===== src/rtl/bitmanip_rot_arbiter.sv =====
// Two-requester round-robin arbiter that feeds one shared rotate unit.
// The one-entry result register is held until the consumer takes it.
module bitmanip_rot_arbiter #(
   parameter int SIZE       = 16,
   parameter int SHAMT_SIZE = $clog2(SIZE)
) (
   input  logic                  clk_i,
   input  logic                  rst_i,
   input  logic                  req0_valid_i,
   output logic                  req0_ready_o,
   input  logic [SIZE-1:0]       req0_data_i,
   input  logic [SHAMT_SIZE-1:0] req0_shamt_i,
   input  logic                  req0_dir_i,
   input  logic                  req1_valid_i,
   output logic                  req1_ready_o,
   input  logic [SIZE-1:0]       req1_data_i,
   input  logic [SHAMT_SIZE-1:0] req1_shamt_i,
   input  logic                  req1_dir_i,
   output logic                  resp_valid_o,
   input  logic                  resp_ready_i,
   output logic [SIZE-1:0]       resp_data_o,
   output logic                  resp_id_o
);

   // state | meaning
   // IDLE  | no result held, requesters may be granted
   // RESP  | result held, waiting for resp_ready_i
   typedef enum logic {IDLE = 1'b0, RESP = 1'b1} state_t;

   state_t            state_q, state_d;
   logic              last_grant_q, last_grant_d;
   logic [SIZE-1:0]   resp_data_q, resp_data_d;
   logic              resp_id_q, resp_id_d;

   logic                  grant_valid;
   logic                  grant_idx;
   logic [SIZE-1:0]       sel_data;
   logic [SHAMT_SIZE-1:0] sel_shamt;
   logic                  sel_dir;
   logic [SHAMT_SIZE-1:0] rol_amt;
   logic [SHAMT_SIZE:0]   comp_amt;
   logic [SIZE-1:0]       rot_result;

   always_comb begin
      grant_valid = (state_q == IDLE) && (req0_valid_i || req1_valid_i) && !rst_i;
      grant_idx   = 1'b0;
      if (req0_valid_i && req1_valid_i) begin
         grant_idx = ~last_grant_q;
      end else if (req1_valid_i) begin
         grant_idx = 1'b1;
      end
   end

   assign req0_ready_o = grant_valid && !grant_idx;
   assign req1_ready_o = grant_valid && grant_idx;

   // Single shared datapath: only the granted operand reaches the rotator.
   always_comb begin
      sel_data  = grant_idx ? req1_data_i  : req0_data_i;
      sel_shamt = grant_idx ? req1_shamt_i : req0_shamt_i;
      sel_dir   = grant_idx ? req1_dir_i   : req0_dir_i;
   end

   // Right rotate is a left rotate by the two's complement of the amount,
   // which wraps modulo SIZE because SIZE is a power of two.
   always_comb begin
      rol_amt    = sel_dir ? (SHAMT_SIZE'(0) - sel_shamt) : sel_shamt;
      comp_amt   = (SHAMT_SIZE+1)'(SIZE) - {1'b0, rol_amt};
      rot_result = sel_data;
      if (rol_amt != '0) begin
         rot_result = (sel_data << rol_amt) | (sel_data >> comp_amt);
      end
   end

   always_comb begin
      state_d      = state_q;
      last_grant_d = last_grant_q;
      resp_data_d  = resp_data_q;
      resp_id_d    = resp_id_q;
      case (state_q)
         IDLE: begin
            if (grant_valid) begin
               state_d      = RESP;
               last_grant_d = grant_idx;
               resp_data_d  = rot_result;
               resp_id_d    = grant_idx;
            end
         end
         RESP: begin
            if (resp_ready_i) begin
               state_d = IDLE;
            end
         end
         default: state_d = IDLE;
      endcase
   end

   always_ff @(posedge clk_i or posedge rst_i) begin
      if (rst_i) begin
         state_q      <= IDLE;
         last_grant_q <= 1'b1;
         resp_data_q  <= '0;
         resp_id_q    <= 1'b0;
      end else begin
         state_q      <= state_d;
         last_grant_q <= last_grant_d;
         resp_data_q  <= resp_data_d;
         resp_id_q    <= resp_id_d;
      end
   end

   assign resp_valid_o = (state_q == RESP);
   assign resp_data_o  = resp_data_q;
   assign resp_id_o    = resp_id_q;

endmodule

===== config.mk =====
export PLATFORM = sky130hd
export DESIGN_NAME = bitmanip_rot_arbiter
export DESIGN_NICKNAME = d
export VERILOG_FILES = /design/src/rtl/bitmanip_rot_arbiter.sv
export SDC_FILE = /design/constraint.sdc
export NUM_CORES = 1
export LEC_CHECK = 0
export BUFFER_PORTS_ARGS = -buffer_cell sky130_fd_sc_hd__buf_4
export CAP_MARGIN = 10
export CORE_UTILIZATION = 36
export DETAILED_ROUTE_END_ITERATION = 16
export PLACE_DENSITY_LB_ADDON = 0.3
export SYNTH_ARGS = -nofsm -noshare
export SYNTH_HDL_FRONTEND = slang
export SYNTH_SLANG_ARGS = --single-unit

===== constraint.sdc =====
create_clock -name clk_i -period 3 [get_ports clk_i]
set_clock_uncertainty 0.05 [all_clocks]
set_input_delay 0.6 -clock clk_i [delete_from_list [all_inputs] [get_ports clk_i]]
set_output_delay 0.6 -clock clk_i [all_outputs]
set_load 0.01 [all_outputs]

==> flow_summary.yaml, run 1 <==
run_status:
  status: "finished, final reports clean"
worst_setup_path:
  worst_ep_required_time_ps: 3090
  list_of_cells_traversed_by_the_critical_path: "a21bo_2, buf_12, a21o_1, nor2_1, a2111oi_2, a211oi_1, a2111oi_2, nor2_1"
  r2r_slack_ps: 370
  timing.setup.critical_path_class: "register to register"
  critPathCaptureType: "register"
  crit_end: "resp_data_o[9]"
  critical_path.slowest_cell: "dfstp_2"
  reg2reg_end: "resp_data_o[9]"
  timing.critical_path.fanout_max: 26
  critPathLaunchType: "register"
  worst_r2r_path_depth: 8
  arrival_ps: 2730
  crit_path_start: "last_grant_q"
  reg2reg_from: "last_grant_q"
  critPathMaxStageDelay_ps: 570
clock_network:
  post_cts_hold_buffer_count: 0
  post_cts.repair.setup_buffers: 0
  post_cts_resize_count: 0
  ctsRootBufferMaster: "clkbuf_8"
  cts_max_level: 1
  clock_insertion_delay_worst_skew_ps: 260
  tritoncts: "done"
  worst_setup_hold_path_clk_slew_ps: 80
  clk_path_buf_depth: 2
  cts.sink_count: 19
  cts-buffers-inserted: 3
die:
  fp.dieArea_mm2: 0.0105
  die_extent_in_y_um: 102
  core_mm2: 0.00977
  initial_core_util_pct: 37.2
  core.rowCount: 36
  floorplan.io_pins: 67
  chipWidth_um: 102
global_route:
  global_route.usage.total_pct: 29.2
  via_count_of_the_first_global_routing_pass: 4153
  wire_length_of_the_first_global_routing_pass_mm: 23.1
  grt_start_max_net_pins: 27
  antenna_found_initial: 0
  grt-ovfl-total: 0
power_and_ir_drop:
  comb_pwr_share_pct: 68.2
  internal-power_mw: 1.00
  p_sw_uw: 855
  power.share.switching_pct: 46.0
  ir_worst_vdd_mv: 0.187
  clockPowerShare_pct: 10.1
  power_frac_seq_pct: 21.7
  leakage_power_total_nw: 1.89
  power_per_cell_area_mw_per_mm2: 417
sta:
  final.setup.tns_ps: 0
  final-max-slew-violation-count: 0
  max_slew_margin_pct: 46.9
  hold_viol_final: 0
  grt_setup_unrepaired: "false"
  achievable-frequency_ghz: 0.380
  tightestPinTransition_ps: 795
  layout_setup_ws_ps: 365
  fin_worst_hold_slack_ps: 427
  final.min_clock_period_ps: 2630
  timing.final.crit_share_pct: 87.8
  setup_violations: 0
job:
  cap_viol_max_count: 0
synthesis:
  syn_avg_cell_area_um2: 7.04
  yosys_register_bits: 19
  synthCells: 516
  synth_cell_types: 74
  seq_area_frac_synth_pct: 13.1
  synth_top_flop_cell: "dfrtp_1"
  synth-edff-count: 0
  async_set_reset_flop_share_out_of_synthesis_pct: 100
  syn_nets: 563
  synth_area_mm2: 0.00363
  yosys_warnings: 0
worst_hold_path:
  holdCritPathClass: "input port to async pin"
cells_and_area:
  fill_cells: 1008
  syn2layout_area_growth_pct: 22.6
  commonest_cells_after_routing_fill_and_taps_aside: "nand2_1 (105), buf_4 (105), a21oi_1 (38)"
  drive_above_1_share_pct: 25.5
  antenna-diode-count: 0
  finish.net_count: 632
  post-route-cell-area_mm2: 0.00446
  fin_cells: 717
place:
  placed_instance_count: 713
  instance_area_at_placement_mm2: 0.00441
  hpwlAfterDp_mm: 12.0
  placement.io_buffers: 66
  place_worst_setup_slack_ps: 157
  globalplace.congestion: 1.05
drt:
  detail_route.first_pass.iterations: 5
  route.detailed.drc: 0
  drtAntennaViolNets: 0
  routed_via_density: 6.27
  drt_iter0_drc: 334
  routed-via-count: 4496
  postRouteWirelength_mm: 15.0
  route.detailed.wl_per_inst_um: 20.9
-- Yosys cell counts (4+ instances only) --
cell,instances,share of area (%)
nand3_1,25,3.4
nand4_1,7,1.2
a21o_1,8,1.7
a21oi_1,38,5.2
and3_1,4,0.69
a211oi_1,4,0.83
o21a_1,5,1.0
buf_4,5,1.0
o21ai_1,4,0.55
nor3_1,10,1.4
buf_2,23,3.2
a21bo_2,4,1.1
xor2_1,7,1.7
nand2_1,105,11
clkbuf_1,8,0.83
mux2i_1,25,6.9
o211ai_1,12,2.5
o2111ai_1,5,1.2
mux2_2,11,3.4
and2_1,4,0.69
a311oi_1,5,1.2
inv_1,5,0.52
o22ai_1,8,1.4
buf_6,7,2.2
dfrtp_1,18,12
nor2_1,30,3.1
a22oi_1,10,2.1
a31oi_1,9,1.5
nand2b_1,25,4.3
xnor2_1,5,1.2
o21ai_0,14,1.9
-- routing by layer --
layer	up-vias	wire length, um	GRT usage (%)
li1	2061	-	-
met4	0	794	15.4
met3	53	1120	3.35
met1	2107	6340	38.8
met2	275	6720	46.2
met5	-	0	0
-- cell families after synthesis --
group                     after synthesis  share of synthesized area, %
and+or+nand+nor                       223                          28.2
DFF                                    19                          13.1
xor gates and xnor gates               14                          3.79
AOI/OAI and AO/OA                     171                          35.2
muxes                                  39                          11.7
buffers and inverters                  50                          7.92
-- layout make-up --
class	instances	area [um^2]	area share [%]
Clock buffer	4	45.0	1.01
Multi-Input combinational cell	447	2880	64.6
Inverter	5	18.8	0.421
Sequential cell	19	477	10.7
Timing Repair Buffer	109	868	19.5
Tap cell	133	166	3.73
-- per-stage QoR --
| step | util [%] | power (mW) |
|---|---|---|
| after floorplan | - | 1.13 |
| after global placement | 45.1 | 1.64 |
| after detailed placement | 45.1 | 1.65 |
| after CTS | 45.6 | 1.84 |
| after global routing | 45.6 | 1.98 |
| final | 45.6 | 1.86 |
-- worst max-delay path, delay by kind of cell, from the launching register on --
kind / cells / cell delay, ps
compound gates: 5 / 1570
buf+inv: 1 / 200
simple gates: 2 / 120
flops: 1 / 570
-- registers in the layout, summed over array words and instances, names as in the netlist --
register      cells
last_grant_q      1
resp_data_o      16
resp_id_o         1
resp_valid_o      1
-- worst min-delay path by stage --
stage | from | slack, ps | to | cells past startpoint
CTS | rst_i | 450 | resp_data_o[4] | 2
detailed placement | resp_id_o | 430 | resp_id_o | 1
global route | resp_ready_i | 470 | resp_valid_o | 2
finish | rst_i | 430 | resp_data_o[4] | 2
global placement | resp_id_o | 420 | resp_id_o | 1
floorplan | last_grant_q | 450 | last_grant_q | 1
-- power by group through the flow --
stage | combinational, mW | sequential (mW) | clock [mW]
2_1_floorplan | 0.691 | 0.440 | 0
3_3_place_gp | 1.24 | 0.406 | 0
3_5_place_dp | 1.24 | 0.408 | 0
4_1_cts | 1.25 | 0.403 | 0.190
5_1_grt | 1.36 | 0.415 | 0.203
6_report | 1.27 | 0.403 | 0.188
(Power assumes the default switching activity.)
==> inputs of run 2 (changes only) <==
--- a/config.mk
+++ b/config.mk
@@ -10,6 +10,7 @@
 export CORE_UTILIZATION = 36
 export DETAILED_ROUTE_END_ITERATION = 16
 export PLACE_DENSITY_LB_ADDON = 0.3
+export REMOVE_ABC_BUFFERS = 1
 export SYNTH_ARGS = -nofsm -noshare
 export SYNTH_HDL_FRONTEND = slang
 export SYNTH_SLANG_ARGS = --single-unit
==> run 2 against run 1 <==
Highest routed layer unchanged. Clock-buffer cell count decreased by 1. Clock power about the same. Hold slack improved by 15 ps. Largest power group unchanged. Core utilization decreased by 0.52 points. Worst setup slack got worse by 220 ps. Fmax decreased by 7.6%. Global-route usage decreased by 0.61 points. Register-to-register slack got worse by 220 ps. Sequential share of layout area increased by 0.12 points.
==> flow_summary.yaml, run 2 (synthesis results as in run 1) <==
global_route:
  via_count_of_the_first_global_routing_pass: 4141
  antenna_found_initial: 0
  wire_length_of_the_first_global_routing_pass_mm: 22.6
  grt-ovfl-total: 0
  global_route.usage.total_pct: 28.6
  grt_start_max_net_pins: 32
worst_setup_path:
  timing.setup.critical_path_class: "register to register"
  crit_end: "resp_data_o[8]"
  list_of_cells_traversed_by_the_critical_path: "a21bo_2, buf_12, a21oi_1, a22o_1, a211oi_1, a21bo_2, o221ai_1, o221a_1"
  critPathMaxStageDelay_ps: 610
  critPathLaunchType: "register"
  reg2reg_end: "resp_data_o[8]"
  path_buf_inv: 1
  r2r_slack_ps: 150
  crit_cells: 8
  crit_path_start: "last_grant_q"
  critPathCaptureType: "register"
  timing.critical_path.fanout_max: 17
  reg2reg_from: "last_grant_q"
  cpMostUsedCell: "a21bo_2"
  worst_r2r_path_depth: 8
  critical_path.slowest_cell: "a211oi_1"
  arrival_ps: 2960
  worst_ep_required_time_ps: 3110
  cpLargestDelayFamily: "compound AO/OA/AOI/OAI gates"
cells_and_area:
  fin_cells: 710
  finish.net_count: 625
  number_of_flip_flops_under_the_largest_register_name: 16
  commonest_cells_after_routing_fill_and_taps_aside: "nand2_1 (105), buf_4 (98), a21oi_1 (38)"
  final_core_util_pct: 45.1
  drive_above_1_share_pct: 24.8
  antenna-diode-count: 0
  syn2layout_area_growth_pct: 21.2
  mostFrequentLayoutCell: "nand2_1"
sta:
  final-max-slew-violation-count: 0
  achievable-frequency_ghz: 0.351
  timing.final.crit_share_pct: 95.1
  max_slew_margin_pct: 46.4
  setup_violations: 0
  grt_setup_unrepaired: "false"
  final.min_clock_period_ps: 2850
  tightestPinTransition_ps: 803
  hold_viol_final: 0
place:
  hpwlAfterDp_mm: 11.7
  placed_instance_count: 706
  globalplace.congestion: 0.979
  placement.io_buffers: 66
die:
  fp.dieArea_mm2: 0.0105
  core_mm2: 0.00977
  core.rowCount: 36
  initial_core_util_pct: 37.2
  die_extent_in_y_um: 102
  floorplan.io_pins: 67
  chipWidth_um: 102
drt:
  drtAntennaViolNets: 0
  drt_iter0_drc: 364
  route.detailed.wl_per_inst_um: 20.7
  routed_via_density: 6.28
  postRouteWirelength_mm: 14.7
  detail_route.first_pass.iterations: 5
  route.detailed.drc: 0
  routed-via-count: 4458
power_and_ir_drop:
  power_per_cell_area_mw_per_mm2: 420
  leakage_power_total_nw: 1.86
  ir_worst_vdd_mv: 0.241
clock_network:
  post_cts.repair.setup_buffers: 0
  cts-buffers-inserted: 3
  cts.sink_count: 19
  ctsRootBufferMaster: "clkbuf_8"
  post_cts_hold_buffer_count: 0
  cts_max_level: 1
  clock_insertion_delay_worst_skew_ps: 260
  worst_setup_hold_path_clk_slew_ps: 80
  post_cts_resize_count: 0
  tritoncts: "done"
  clk_path_buf_depth: 2
job:
  cap_viol_max_count: 0
worst_hold_path:
  holdCritPathClass: "input port to async pin"
run_status:
  status: "finished, final reports clean"
[run 2: cell count changes in the layout (fill, tap and decap cells not counted), sizes merged]
cell / previous run / this run
buf: 109 / 102
clkbuf: 4 / 3
clkinv: 0 / 1
[run 2: routing by layer]
| layer | up-vias | global-route usage [%] | wire [um] |
|---|---|---|---|
| li1 | 2043 | - | - |
| met1 | 2131 | 38.7 | 6220 |
| met2 | 245 | 44.9 | 6620 |
| met3 | 39 | 3.42 | 1190 |
| met4 | 0 | 13.8 | 689 |
| met5 | - | 0 | 0 |
[run 2: worst min-delay path by stage]
stage / startpoint / to
2_1_floorplan: last_grant_q / last_grant_q
3_3_place_gp: resp_id_o / resp_id_o
3_5_place_dp: resp_id_o / resp_id_o
4_1_cts: resp_id_o / resp_id_o
5_1_grt: resp_ready_i / resp_valid_o
6_report: rst_i / resp_data_o[1]
[run 2: power by group]
group | switching (mW) | internal [mW] | leakage [nW]
clock | 0.0984 | 0.0927 | 0.0255
combinational | 0.697 | 0.550 | 1.62
sequential | 0.0618 | 0.348 | 0.219
[run 2: cell type report]
type / count / area [um^2]
Sequential cell: 19 / 477
Timing Repair Buffer: 102 / 816
Clock buffer: 3 / 41.3
Fill cell: 1047 / 5370
Clock inverter: 1 / 5.00
Multi-Input combinational cell: 447 / 2880
Tap cell: 133 / 166
Inverter: 5 / 18.8
[run 2: stage by stage]
step	TNS (ps)	power, mW	worst slack [ps]	hold slack (ps)	cell area, um^2
floorplan	-23150	1.07	-1600	451	3360
global placement	-222	1.64	-123	412	4360
detailed placement	-65.8	1.64	-65.8	429	4360
CTS	0	1.84	165	448	4400
global route	0	1.97	35.6	464	4400
finish	0	1.85	148	442	4400
==> inputs of run 3 (changes only) <==
--- a/config.mk
+++ b/config.mk
@@ -5,6 +5,7 @@
 export SDC_FILE = /design/constraint.sdc
 export NUM_CORES = 1
 export LEC_CHECK = 0
+export ABC_CLOCK_PERIOD_IN_PS = 3000
 export BUFFER_PORTS_ARGS = -buffer_cell sky130_fd_sc_hd__buf_4
 export CAP_MARGIN = 10
 export CORE_UTILIZATION = 36
==> constraint.sdc (replaced) <==
create_clock -name clk_i -period 3 [get_ports clk_i]
set_clock_uncertainty 0.05 [all_clocks]
set_input_delay 0.45 -clock clk_i [delete_from_list [all_inputs] [get_ports clk_i]]
set_output_delay 0.45 -clock clk_i [all_outputs]
set_load 0.01 [all_outputs]
==> run 3 against run 2 <==
Register-to-register slack better by 200 ps. Clock-buffer cell count is 1 higher. Sequential share of layout area is 0.19 points higher. Fmax grew 5.0%. Flip-flop and latch count unchanged. Hold slack worse by 140 ps. Final area fell by 1.7%. Power decreased by 1.5%. Global-route usage grew 0.15 points. Sequential power up 1%. Worst setup slack gained 140 ps. Largest power group unchanged.
==> flow_summary.yaml, run 3 (synthesis results as in run 1) <==
worst_setup_path:
  timing.setup.critical_path_class: "input port to register"
  worst_r2r_path_depth: 8
  crit_end: "resp_data_o[11]"
  critPathCaptureType: "register"
  critical_path.slowest_cell: "xor2_1"
  worst_ep_required_time_ps: 3150
  arrival_ps: 2860
  reg2reg_from: "last_grant_q"
  cpMostUsedCell: "a22oi_1"
  timing.critical_path.fanout_max: 38
  crit_path_start: "req1_shamt_i[0]"
  list_of_cells_traversed_by_the_critical_path: "buf_4, nand2b_1, xor2_1, a22oi_1, nand2_1, a22oi_1, o221ai_1, o221a_2"
  r2r_slack_ps: 350
  critPathMaxStageDelay_ps: 780
  reg2reg_end: "resp_data_o[8]"
  critPathLaunchType: "input port"
cells_and_area:
  finish.net_count: 620
  commonest_cells_after_routing_fill_and_taps_aside: "nand2_1 (105), buf_4 (96), a21oi_1 (38)"
  syn2layout_area_growth_pct: 19.1
  antenna-diode-count: 0
  drive_above_1_share_pct: 24.0
  fin_cells: 705
  post-route-cell-area_mm2: 0.00433
  number_of_flip_flops_under_the_largest_register_name: 16
  mostFrequentLayoutCell: "nand2_1"
clock_network:
  worst_setup_hold_path_clk_slew_ps: 80
  post_cts.repair.setup_buffers: 0
  ctsRootBufferMaster: "clkbuf_8"
  post_cts_resize_count: 0
  tritoncts: "done"
  cts_max_level: 1
  clk_path_buf_depth: 2
  cts-buffers-inserted: 3
  post_cts_hold_buffer_count: 0
  clock_insertion_delay_worst_skew_ps: 260
  cts.sink_count: 19
sta:
  timing.final.crit_share_pct: 90.5
  setup_violations: 0
  layout_setup_ws_ps: 285
  grt_setup_unrepaired: "false"
  hold_viol_final: 0
  tightestPinTransition_ps: 963
  final.min_clock_period_ps: 2710
  max_slew_margin_pct: 35.6
  final.setup.tns_ps: 0
  final-max-slew-violation-count: 0
  achievable-frequency_ghz: 0.368
drt:
  route.detailed.drc: 0
  drt_iter0_drc: 382
  routed_via_density: 6.22
  detail_route.first_pass.iterations: 5
  route.detailed.wl_per_inst_um: 21.0
  postRouteWirelength_mm: 14.8
  drtAntennaViolNets: 0
  routed-via-count: 4384
power_and_ir_drop:
  fin_total_pwr_mw: 1.82
  power_per_cell_area_mw_per_mm2: 421
  power_frac_seq_pct: 22.8
  comb_pwr_share_pct: 67.1
  p_sw_uw: 851
  clockPowerShare_pct: 10.0
  ir_worst_vdd_mv: 0.217
  internal-power_uw: 969
  power.share.switching_pct: 46.8
  leakage_power_total_nw: 1.82
die:
  core.rowCount: 36
  chipWidth_um: 102
  core_mm2: 0.00977
  initial_core_util_pct: 37.2
  die_extent_in_y_um: 102
  floorplan.io_pins: 67
  fp.dieArea_mm2: 0.0105
place:
  placed_instance_count: 701
  hpwlAfterDp_mm: 11.7
  instance_area_at_placement_mm2: 0.00428
  placement.io_buffers: 66
  globalplace.congestion: 0.995
  place_worst_setup_slack_ps: 137
global_route:
  global_route.usage.total_pct: 28.7
  antenna_found_initial: 0
  wire_length_of_the_first_global_routing_pass_mm: 22.8
  grt_start_max_net_pins: 39
  grt-ovfl-total: 0
  via_count_of_the_first_global_routing_pass: 4156
run_status:
  status: "finished, final reports clean"
job:
  cap_viol_max_count: 0
worst_hold_path:
  holdCritPathClass: "input port to async pin"
-- run 3: how the worst min path moves through the flow --
stage | endpoint | slack (ps) | cells after the start
6_report | resp_id_o | 300 | 2
3_5_place_dp | resp_id_o | 420 | 1
3_3_place_gp | resp_id_o | 410 | 1
4_1_cts | resp_valid_o | 310 | 2
5_1_grt | resp_valid_o | 310 | 2
2_1_floorplan | resp_data_o[0] | 350 | 1
-- run 3: layer usage --
metal | up-vias | global-route usage (%) | wire [um]
met5 | - | 0 | 0
met1 | 2078 | 38.8 | 6480
met4 | 0 | 12.6 | 687
met2 | 220 | 45.3 | 6690
met3 | 45 | 4.04 | 966
li1 | 2041 | - | -
-- run 3: final cells by class --
cell class | instances | area, um^2
timing repair buffer | 97 | 741
multi-input combinational | 447 | 2880
tap | 133 | 166
sequential | 19 | 477
fill | 1056 | 5450
clock buffer | 4 | 45.0
inverter | 5 | 18.8
-- run 3: stage by stage --
| step | util [%] | hold slack, ps |
|---|---|---|
| finish | 44.3 | 303 |
| CTS | 44.3 | 310 |
| floorplan | - | 350 |
| detailed placement | 43.8 | 422 |
| global placement | 43.8 | 410 |
| global route | 44.3 | 309 |
-- run 3: worst max-delay path, delay by kind of cell --
kind | cells | cell delay, ps
AO/OA/AOI/OAI | 4 | 900
XOR/XNOR | 1 | 780
buffers and inverters | 1 | 320
AND/OR/NAND/NOR | 2 | 390
-- run 3: power by group through the flow --
stage          sequential [mW]  clock (mW)  combinational [mW]
6_report                 0.416       0.183                1.22
4_1_cts                  0.416       0.187                1.20
5_1_grt                  0.423       0.195                1.32
2_1_floorplan            0.440           0               0.630
3_5_place_dp             0.420           0                1.20
3_3_place_gp             0.418           0                1.20
